File: config.mk
export PLATFORM = sky130hd
export DESIGN_NAME = decoupled_skid_buffer
export DESIGN_NICKNAME = d
export VERILOG_FILES = /design/src/rtl/decoupled_skid_buffer.sv
export SDC_FILE = /design/constraint.sdc
export NUM_CORES = 1
export LEC_CHECK = 0
export ABC_CLOCK_PERIOD_IN_PS = 5550
export CORE_MARGIN = 2
export CORE_UTILIZATION = 54
export DETAILED_ROUTE_END_ITERATION = 8
export HOLD_SLACK_MARGIN = 0.15
export MAX_ROUTING_LAYER = met4
export PLACE_DENSITY = 0.86
export SKIP_LAST_GASP = 1
export SYNTH_ARGS = -nofsm -noshare
export SYNTH_HDL_FRONTEND = slang
export SYNTH_SLANG_ARGS = --single-unit
File: constraint.sdc
create_clock -name clock -period 5.55 [get_ports clock]
set_clock_uncertainty 0.1 [all_clocks]
set_input_delay 0.555 -clock clock [delete_from_list [all_inputs] [get_ports clock]]
set_output_delay 0.555 -clock clock [all_outputs]
set_load 0.005 [all_outputs]
File: src/rtl/decoupled_skid_buffer.sv
// Two-entry ready/valid register slice: payload, valid and ready are all driven from flops,
// so no combinational path crosses the block while one beat per cycle is still sustained.
module decoupled_skid_buffer #(
  parameter int unsigned      WIDTH      = 32,
  parameter logic [WIDTH-1:0] RESET_DATA = {WIDTH{1'b0}}
) (
  input  logic             clock,
  input  logic             reset,
  input  logic             enq_valid,
  output logic             enq_ready,
  input  logic [WIDTH-1:0] enq_bits,
  output logic             deq_valid,
  input  logic             deq_ready,
  output logic [WIDTH-1:0] deq_bits,
  output logic [1:0]       count
);

  // Encoding is {skid_v, main_v}, so the handshake outputs fall straight out of the state bits.
  typedef enum logic [1:0] {
    EMPTY = 2'b00,
    ONE   = 2'b01,
    FULL  = 2'b11
  } state_t;

  state_t           state_r;
  state_t           state_s;
  logic [WIDTH-1:0] main_d_r;
  logic [WIDTH-1:0] main_d_s;
  logic [WIDTH-1:0] skid_d_r;
  logic [WIDTH-1:0] skid_d_s;
  logic             enq_fire_s;
  logic             deq_fire_s;

  assign deq_valid  = state_r[0];
  assign enq_ready  = ~state_r[1];
  assign deq_bits   = main_d_r;
  assign count      = {1'b0, state_r[0]} + {1'b0, state_r[1]};
  assign enq_fire_s = enq_valid & ~state_r[1];
  assign deq_fire_s = deq_ready & state_r[0];

  // Next-state and payload steering.
  always_comb begin
    state_s  = state_r;
    main_d_s = main_d_r;
    skid_d_s = skid_d_r;
    case (state_r)
      EMPTY: begin
        if (enq_fire_s) begin
          state_s  = ONE;
          main_d_s = enq_bits;
        end else begin
          state_s = EMPTY;
        end
      end
      ONE: begin
        if (enq_fire_s && deq_fire_s) begin
          state_s  = ONE;
          main_d_s = enq_bits;
        end else if (enq_fire_s) begin
          state_s  = FULL;
          skid_d_s = enq_bits;
        end else if (deq_fire_s) begin
          state_s = EMPTY;
        end else begin
          state_s = ONE;
        end
      end
      FULL: begin
        if (deq_fire_s) begin
          state_s  = ONE;
          main_d_s = skid_d_r;
        end else begin
          state_s = FULL;
        end
      end
      // skid-only occupancy is unreachable; fall back to empty if it ever appears
      default: begin
        state_s = EMPTY;
      end
    endcase
  end

  // State and payload registers; reset wins over any fire in the same cycle.
  always_ff @(posedge clock) begin
    if (reset) begin
      state_r  <= EMPTY;
      main_d_r <= RESET_DATA;
      skid_d_r <= RESET_DATA;
    end else begin
      state_r  <= state_s;
      main_d_r <= main_d_s;
      skid_d_r <= skid_d_s;
    end
  end

endmodule
==> metrics.txt, run 1 <==
# TYPE chip_impl_metric gauge
chip_impl_metric{name="wire_length_of_the_first_global_routing_pass",unit="mm"} 11.7
chip_impl_metric{name="top_level_port_count",unit=""} 72
chip_impl_metric{name="final_design_area_no_fill",unit="mm2"} 0.00410
chip_impl_info{name="setup.worst_path.class",value="reg -> out"} 1
chip_impl_metric{name="antenna-diode-count",unit=""} 0
chip_impl_metric{name="total_iterations_of_the_first_detailed_routing_run",unit=""} 4
chip_impl_metric{name="post_synth_and_or_nand_nor_area_fraction",unit="%"} 15.7
chip_impl_metric{name="die_area",unit="mm2"} 0.00663
chip_impl_metric{name="clock-sinks",unit=""} 66
chip_impl_metric{name="pre_cts_ws",unit="ns"} 2.61
chip_impl_metric{name="largest_net_degree_at_the_start_of_global_routing",unit=""} 57
chip_impl_metric{name="timing.final.setup_violations",unit=""} 0
chip_impl_metric{name="clkTransAtPathRegs",unit="ns"} 0.06
chip_impl_metric{name="post_cts_resize_count",unit=""} 0
chip_impl_metric{name="synth-async-reset-ratio",unit="%"} 0
chip_impl_metric{name="postPlaceCellArea",unit="mm2"} 0.00392
chip_impl_metric{name="drt_drc_violations_left",unit=""} 0
chip_impl_metric{name="cts.htree.levels",unit=""} 3
chip_impl_info{name="crit_path_end_kind",value="primary output"} 1
chip_impl_metric{name="synth.yosys.seq_area_share",unit="%"} 40.8
chip_impl_metric{name="max_cap_violations",unit=""} 0
chip_impl_metric{name="leakage",unit="nW"} 1.52
chip_impl_info{name="rsz0062_at_grt",value="false"} 1
chip_impl_metric{name="timing.final.ws_setup",unit="ns"} 2.37
chip_impl_info{name="hold_path_startpoint",value="skid_d_r[3]"} 1
chip_impl_metric{name="grt_antenna_before_repair",unit=""} 0
chip_impl_info{name="timing.hold.worst_endpoint",value="skid_d_r[3]"} 1
chip_impl_metric{name="layout.cells.non_filler",unit=""} 474
chip_impl_metric{name="grt_util_all_layers",unit="%"} 23.6
chip_impl_metric{name="setup_total_negative_slack",unit="ns"} 0
chip_impl_metric{name="clock_power_share",unit="%"} 29.5
chip_impl_info{name="synth_flop_type",value="sky130_fd_sc_hd__dfxtp_1"} 1
chip_impl_metric{name="drt-initial-drc-count",unit=""} 186
chip_impl_metric{name="synth.yosys.warnings",unit=""} 0
chip_impl_info{name="most_common_cell_in_the_netlist",value="sky130_fd_sc_hd__dfxtp_1"} 1
chip_impl_metric{name="timing_hold_violations_final",unit=""} 0
chip_impl_info{name="synth_top_cells_by_count",value="66 x sky130_fd_sc_hd__dfxtp_1, 34 x sky130_fd_sc_hd__nor2_1, 33 x sky130_fd_sc_hd__nor2b_1, 33 x sky130_fd_sc_hd__o21ai_0"} 1
chip_impl_metric{name="initial_cell_density_of_the_core",unit="%"} 55.3
chip_impl_metric{name="combinationalPowerShare",unit="%"} 26.2
chip_impl_metric{name="detail_route.vias_per_cell",unit=""} 5.56
chip_impl_metric{name="post-place-cells",unit=""} 460
chip_impl_metric{name="worst_margin_slew",unit="ns"} 1.14
chip_impl_metric{name="drv_slew",unit=""} 0
chip_impl_metric{name="die_span_in_x",unit="um"} 81.4
chip_impl_metric{name="first_global_vias",unit=""} 2546
chip_impl_metric{name="intPower",unit="uW"} 900
chip_impl_metric{name="max_freq",unit="MHz"} 314
chip_impl_metric{name="grt_overflow",unit=""} 0
chip_impl_metric{name="pwr_density_cell",unit="mW/mm2"} 301
chip_impl_info{name="result_of_the_run",value="complete, no violations"} 1
chip_impl_metric{name="dr_total_vias",unit=""} 2637
chip_impl_metric{name="post_synth_num_cell_types",unit=""} 24
chip_impl_metric{name="core_area",unit="mm2"} 0.00585
chip_impl_metric{name="final_worst_path_period_share",unit="%"} 57.4
chip_impl_metric{name="regToRegSetupSlack",unit="ns"} 2.61
chip_impl_metric{name="ir_drop",unit="mV"} 0.187
chip_impl_metric{name="netlist_area_before_placement",unit="mm2"} 0.00324
chip_impl_metric{name="clockBufferDepth",unit=""} 2
chip_impl_metric{name="routed_wire_length_per_instance",unit="um"} 15.4
chip_impl_metric{name="worstHoldPathCells",unit=""} 2
chip_impl_metric{name="switching_portion_of_total_power",unit="%"} 27.1
chip_impl_metric{name="port_buffers",unit=""} 71
chip_impl_metric{name="power.sequential.fraction",unit="%"} 44.3
chip_impl_metric{name="clock_insertion_delay_worst_skew",unit="ns"} 0.34
chip_impl_metric{name="post_synth_inst_count",unit=""} 341
chip_impl_info{name="cts_root_buffer",value="sky130_fd_sc_hd__clkbuf_8"} 1
chip_impl_metric{name="place.gp.congestion",unit=""} 0.817
chip_impl_metric{name="post-synth-top-area-fraction",unit="%"} 40.8
chip_impl_metric{name="syn-num-nets",unit=""} 381
chip_impl_metric{name="timing.critical_path.fanout_max",unit=""} 36
chip_impl_metric{name="post_synth_fa_ha_maj_area_fraction",unit="%"} 1.55
chip_impl_info{name="regToRegEndpoint",value="deq_bits[28]"} 1
chip_impl_metric{name="total_switching_power",unit="uW"} 336
chip_impl_metric{name="synth-compound-area-share",unit="%"} 12.4
chip_impl_metric{name="wirelength",unit="mm"} 7.31
chip_impl_metric{name="cts-hold-fix-buffers",unit=""} 0
chip_impl_metric{name="die_y",unit="um"} 81.4
chip_impl_metric{name="postLayoutCoreUtil",unit="%"} 70.1
chip_impl_metric{name="worst_r2r_path_depth",unit=""} 5
chip_impl_metric{name="relSlewSlack",unit="%"} 23.9
chip_impl_metric{name="floorplan.rows",unit=""} 28
chip_impl_metric{name="worst-endpoint-arrival",unit="ns"} 2.53
chip_impl_info{name="timing.hold.worst.class",value="reg -> reg"} 1
chip_impl_metric{name="final_net_count",unit=""} 436
chip_impl_metric{name="tritoncts.num_buffers",unit=""} 9
chip_impl_metric{name="synth-xor-area-share",unit="%"} 0
chip_impl_metric{name="syn_to_final_growth",unit="%"} 26.6
chip_impl_metric{name="synth_seq_cells",unit=""} 66
chip_impl_info{name="cts_tree",value="built"} 1
chip_impl_info{name="synth.top_cells.by_area",value="sky130_fd_sc_hd__dfxtp_1 41%, sky130_fd_sc_hd__mux2_4 14%, sky130_fd_sc_hd__mux2i_1 9.9%, sky130_fd_sc_hd__nor2b_1 6.4%, sky130_fd_sc_hd__o21ai_0 5.1%"} 1
chip_impl_metric{name="synth-edff-count",unit=""} 0
chip_impl_metric{name="dp_wirelength",unit="mm"} 4.53
chip_impl_metric{name="antenna_left",unit=""} 0
chip_impl_info{name="critical_path_start_type",value="register"} 1
chip_impl_metric{name="worst_ep_required_time",unit="ns"} 4.89
chip_impl_info{name="r2r-start",value="state_r[0]"} 1
chip_impl_info{name="synth_top_area_cell",value="sky130_fd_sc_hd__dfxtp_1"} 1
chip_impl_metric{name="final_layout_size_suffix_gt1_share",unit="%"} 14.3
chip_impl_info{name="synth_top_family_by_area",value="multiplexers"} 1
chip_impl_metric{name="finalCriticalPeriod",unit="ns"} 3.18
chip_impl_metric{name="synth.mux.area_fraction",unit="%"} 24.5
chip_impl_metric{name="synth_area_per_cell",unit="um2"} 9.50
chip_impl_metric{name="post_cts_buffers",unit=""} 0
==> per-layer routing <==
metal / global-route usage, % / vias up / wire length [um]
met2: 37.5 / 76 / 3480
met5: - / - / 0
met3: 5.93 / 9 / 415
met4: 9.32 / 0 / 76
li1: - / 1285 / -
met1: 28.7 / 1267 / 3340
==> cells in the final DEF (no fill, tap or decap) <==
cell type,synthesis,layout
sky130_fd_sc_hd__clkinv_2,0,1
sky130_fd_sc_hd__inv_1,3,3
sky130_fd_sc_hd__ha_1,4,3
sky130_fd_sc_hd__clkinvlp_4,0,1
sky130_fd_sc_hd__buf_2,9,1
sky130_fd_sc_hd__dfxtp_1,66,66
sky130_fd_sc_hd__o221ai_4,1,1
sky130_fd_sc_hd__o21a_1,1,1
sky130_fd_sc_hd__clkbuf_8,0,12
sky130_fd_sc_hd__mux2_2,2,2
sky130_fd_sc_hd__ha_2,0,1
sky130_fd_sc_hd__nor3_1,1,1
sky130_fd_sc_hd__nor2_1,34,34
sky130_fd_sc_hd__nand2_1,1,1
sky130_fd_sc_hd__buf_4,0,4
sky130_fd_sc_hd__a21oi_1,32,32
sky130_fd_sc_hd__nand2b_1,1,1
sky130_fd_sc_hd__nor2b_2,0,1
sky130_fd_sc_hd__a21bo_2,1,1
sky130_fd_sc_hd__a21boi_2,1,1
sky130_fd_sc_hd__nor2b_1,33,32
sky130_fd_sc_hd__o21ai_0,33,33
sky130_fd_sc_hd__clkdlybuf4s50_1,0,70
sky130_fd_sc_hd__mux2i_1,32,32
sky130_fd_sc_hd__mux2_4,30,30
sky130_fd_sc_hd__a22oi_1,1,1
sky130_fd_sc_hd__nand3_1,32,32
sky130_fd_sc_hd__o2bb2ai_2,1,1
==> power groups by stage <==
stage,clock [mW],combinational [mW],sequential (mW)
floorplan,0,0.200,0.555
global placement,0,0.316,0.554
detailed placement,0,0.323,0.556
CTS,0.370,0.325,0.547
global route,0.391,0.347,0.552
finish,0.365,0.323,0.548
==> worst max-delay path by stage <==
stage / start / endpoint / slack [ns] / cells after the start
2_1_floorplan: state_r[0] / deq_bits[0] / 3.66 / 6
6_report: state_r[0] / count[1] / 2.37 / 2
5_1_grt: state_r[0] / count[1] / 2.25 / 2
4_1_cts: state_r[0] / count[1] / 2.37 / 2
3_3_place_gp: state_r[0] / deq_bits[29] / 2.71 / 5
3_5_place_dp: state_r[0] / deq_bits[28] / 2.61 / 5
==> metrics by stage <==
stage,hold WS [ns],power (mW)
6_report,0.381,1.24
5_1_grt,0.405,1.29
2_1_floorplan,0.354,0.755
4_1_cts,0.378,1.24
3_3_place_gp,0.360,0.870
3_5_place_dp,0.367,0.879
==> critical path, stage by stage, from the launching register on <==
cell and delay [ns]:
sky130_fd_sc_hd__dfxtp_1 0.51, sky130_fd_sc_hd__ha_2 1.00, sky130_fd_sc_hd__clkdlybuf4s50_1 0.68
==> cell families after synthesis <==
logic type	after synthesis
and+or+nand+nor	102
buffers and inverters	34
muxes	64
AOI/OAI and AO/OA	71
adders and majority gates	4
DFF	66
==> cell type report <==
class                           count  area [um2]
Multi-Input combinational cell    241        1760
Fill cell                         463        1750
Sequential cell                    66        1320
Timing Repair Buffer               75         736
Clock buffer                       12         165
Tap cell                           75        93.8
Clock inverter                      2        12.5
Inverter                            3        11.3
==> state kept, by name, summed over array words and instances, names as in the netlist <==
register / flops
deq_bits: 32
skid_d_r: 32
state_r: 2
No activity file was read; power rests on OpenSTA's default activity.
==> run 2: changes to the inputs <==
Settings changed: ABC_CLOCK_PERIOD_IN_PS 5550 to 2800, CORE_UTILIZATION 54 to 46, PLACE_DENSITY 0.86 to 0.78.
Clock period 5.55 ns to 2.8 ns, I/O delays scaled along.
==> run 2 against run 1 <==
Via count decreased by 4.8%. First-iteration DRC count shrank 1.6%. Hold slack worse by 0.0056 ns. Sequential cell count stayed put. Sequential power increased by 97%. Total power rose by 110%. Worst setup slack worse by 2.0 ns. Clock power grew 120%. Largest cell class unchanged. Clock-buffer cell count increased by 2. Register-to-register slack worse by 2.0 ns.
==> metrics.txt, run 2 (synthesis results as in run 1) <==
# TYPE chip_impl_metric gauge
chip_impl_metric{name="clock_insertion_delay_worst_skew",unit="ns"} 0.34
chip_impl_metric{name="grt_antenna_before_repair",unit=""} 0
chip_impl_metric{name="setup_total_negative_slack",unit="ns"} 0
chip_impl_metric{name="combinationalPowerShare",unit="%"} 25.7
chip_impl_metric{name="postPlaceCellArea",unit="mm2"} 0.00399
chip_impl_metric{name="largest_net_degree_at_the_start_of_global_routing",unit=""} 93
chip_impl_metric{name="max_cap_violations",unit=""} 0
chip_impl_metric{name="grt_util_all_layers",unit="%"} 19.8
chip_impl_info{name="crit_path_end_kind",value="primary output"} 1
chip_impl_metric{name="post_cts_resize_count",unit=""} 0
chip_impl_metric{name="worst_margin_slew",unit="ns"} 0.889
chip_impl_metric{name="clock_power_share",unit="%"} 31.7
chip_impl_metric{name="post_cts_buffers",unit=""} 0
chip_impl_metric{name="top_level_port_count",unit=""} 72
chip_impl_metric{name="finalCriticalPeriod",unit="ns"} 2.42
chip_impl_metric{name="antenna_left",unit=""} 0
chip_impl_metric{name="switching_portion_of_total_power",unit="%"} 26.2
chip_impl_metric{name="dp_wirelength",unit="mm"} 4.30
chip_impl_metric{name="place.gp.congestion",unit=""} 0.824
chip_impl_info{name="setup.worst_path.class",value="reg -> out"} 1
chip_impl_metric{name="p_total",unit="mW"} 2.54
chip_impl_metric{name="timing_hold_violations_final",unit=""} 0
chip_impl_info{name="most-common-layout-cells",value="70 x sky130_fd_sc_hd__clkdlybuf4s50_1, 66 x sky130_fd_sc_hd__dfxtp_1, 34 x sky130_fd_sc_hd__nor2_1"} 1
chip_impl_metric{name="drt-initial-drc-count",unit=""} 183
chip_impl_info{name="mostFrequentLayoutCell",value="sky130_fd_sc_hd__clkdlybuf4s50_1"} 1
chip_impl_metric{name="filler_cell_count",unit=""} 583
chip_impl_metric{name="dr_total_vias",unit=""} 2510
chip_impl_info{name="timing.hold.worst.class",value="reg -> reg"} 1
chip_impl_metric{name="timing.critical_path.slowest_cell_delay",unit="ns"} 0.57
chip_impl_metric{name="max_freq",unit="MHz"} 413
chip_impl_metric{name="clkTransAtPathRegs",unit="ns"} 0.06
chip_impl_metric{name="leakage",unit="nW"} 1.55
chip_impl_metric{name="tritoncts.num_buffers",unit=""} 9
chip_impl_metric{name="core_area",unit="mm2"} 0.00679
chip_impl_metric{name="total_switching_power",unit="uW"} 667
chip_impl_metric{name="final_net_count",unit=""} 439
chip_impl_metric{name="routed_wire_length_per_instance",unit="um"} 13.9
chip_impl_metric{name="pwr_density_cell",unit="mW/mm2"} 606
chip_impl_metric{name="relSlewSlack",unit="%"} 40.7
chip_impl_metric{name="wire_length_of_the_first_global_routing_pass",unit="mm"} 11.6
chip_impl_metric{name="total_iterations_of_the_first_detailed_routing_run",unit=""} 4
chip_impl_metric{name="timing.critical_path.fanout_max",unit=""} 21
chip_impl_info{name="critical_path.slowest_cell",value="sky130_fd_sc_hd__clkdlybuf4s50_1"} 1
chip_impl_metric{name="post-place-cells",unit=""} 484
chip_impl_metric{name="layout.cells.non_filler",unit=""} 500
chip_impl_metric{name="drt_drc_violations_left",unit=""} 0
chip_impl_info{name="critical_path_start_type",value="register"} 1
chip_impl_info{name="result_of_the_run",value="complete, no violations"} 1
chip_impl_info{name="cts_root_buffer",value="sky130_fd_sc_hd__clkbuf_8"} 1
chip_impl_metric{name="worst_ep_required_time",unit="ns"} 2.42
chip_impl_metric{name="final_layout_size_suffix_gt1_share",unit="%"} 14.6
chip_impl_metric{name="cts-hold-fix-buffers",unit=""} 0
chip_impl_metric{name="first_global_vias",unit=""} 2468
chip_impl_metric{name="drv_slew",unit=""} 0
chip_impl_metric{name="power.sequential.fraction",unit="%"} 42.6
chip_impl_metric{name="clockBufferDepth",unit=""} 2
chip_impl_metric{name="grt_overflow",unit=""} 0
chip_impl_metric{name="worst-endpoint-arrival",unit="ns"} 2.04
chip_impl_metric{name="die_span_in_x",unit="um"} 87.9
chip_impl_metric{name="port_buffers",unit=""} 71
chip_impl_metric{name="floorplan.rows",unit=""} 30
chip_impl_metric{name="die_area",unit="mm2"} 0.00773
chip_impl_info{name="rsz0062_at_grt",value="false"} 1
chip_impl_metric{name="ir_drop",unit="mV"} 0.277
chip_impl_metric{name="initial_cell_density_of_the_core",unit="%"} 47.7
chip_impl_metric{name="intPower",unit="mW"} 1.87
chip_impl_metric{name="syn_to_final_growth",unit="%"} 29.4
chip_impl_metric{name="die_y",unit="um"} 87.9
chip_impl_metric{name="antenna-diode-count",unit=""} 0
chip_impl_metric{name="clock-sinks",unit=""} 66
chip_impl_metric{name="cts.htree.levels",unit=""} 3
chip_impl_metric{name="final_design_area_no_fill",unit="mm2"} 0.00419
chip_impl_metric{name="detail_route.vias_per_cell",unit=""} 5.02
chip_impl_metric{name="timing.final.setup_violations",unit=""} 0
chip_impl_metric{name="final_worst_path_period_share",unit="%"} 86.4
chip_impl_info{name="critical_path.cell_chain",value="ha_2 > buf_4 > clkdlybuf4s50_1"} 1
chip_impl_metric{name="wirelength",unit="mm"} 6.95
chip_impl_info{name="cts_tree",value="built"} 1
run 2: final cells by class:
class	count	area, um2	share of cell area, %
Timing Repair Buffer	78	773	18.4
Inverter	3	11.3	0.269
Multi-Input combinational cell	241	1770	42.2
Sequential cell	66	1320	31.5
Clock inverter	2	35.0	0.836
Clock buffer	14	163	3.88
Tap cell	96	120	2.87
run 2: power by group through the flow:
stage | clock [mW] | combinational [mW] | sequential (mW)
floorplan | 0 | 0.397 | 1.10
global placement | 0 | 0.644 | 1.10
detailed placement | 0 | 0.655 | 1.10
CTS | 0.828 | 0.657 | 1.08
global route | 0.878 | 0.704 | 1.09
finish | 0.806 | 0.653 | 1.08
run 2: worst paths after layout:
| kind | start | endpoint | slack [ns] | cells after the start |
|---|---|---|---|---|
| setup / recovery | state_r[0] | count[1] | 0.38 | 3 |
| hold / removal | skid_d_r[22] | skid_d_r[22] | 0.38 | 2 |
| setup reg to reg | state_r[0] | skid_d_r[12] | 0.64 | 5 |
| hold reg to reg | skid_d_r[22] | skid_d_r[22] | 0.38 | 2 |
run 2: metal layers:
metal	track usage [%]	wire length, um	vias up	part of all wire [%]
li1	-	-	1288	-
met1	26.5	3450	1157	50
met2	28.9	3140	61	45
met3	4.34	318	4	4.6
met4	8.11	52	0	0.75
met5	-	0	-	0
run 2: critical path: cells and delay by family (launching register included):
| kind | cells | cell delay [ns] |
|---|---|---|
| fa+ha+maj | 1 | 0.25 |
| buf+inv | 2 | 0.91 |
| flops | 1 | 0.54 |
run 2: stage by stage:
step	setup WS, ns	hold WS (ns)	util (%)
2_1_floorplan	0.909	0.328	-
4_1_cts	0.364	0.377	61.7
3_5_place_dp	0.669	0.366	58.8
3_3_place_gp	0.782	0.359	58.8
5_1_grt	0.298	0.399	61.7
6_report	0.380	0.375	61.7
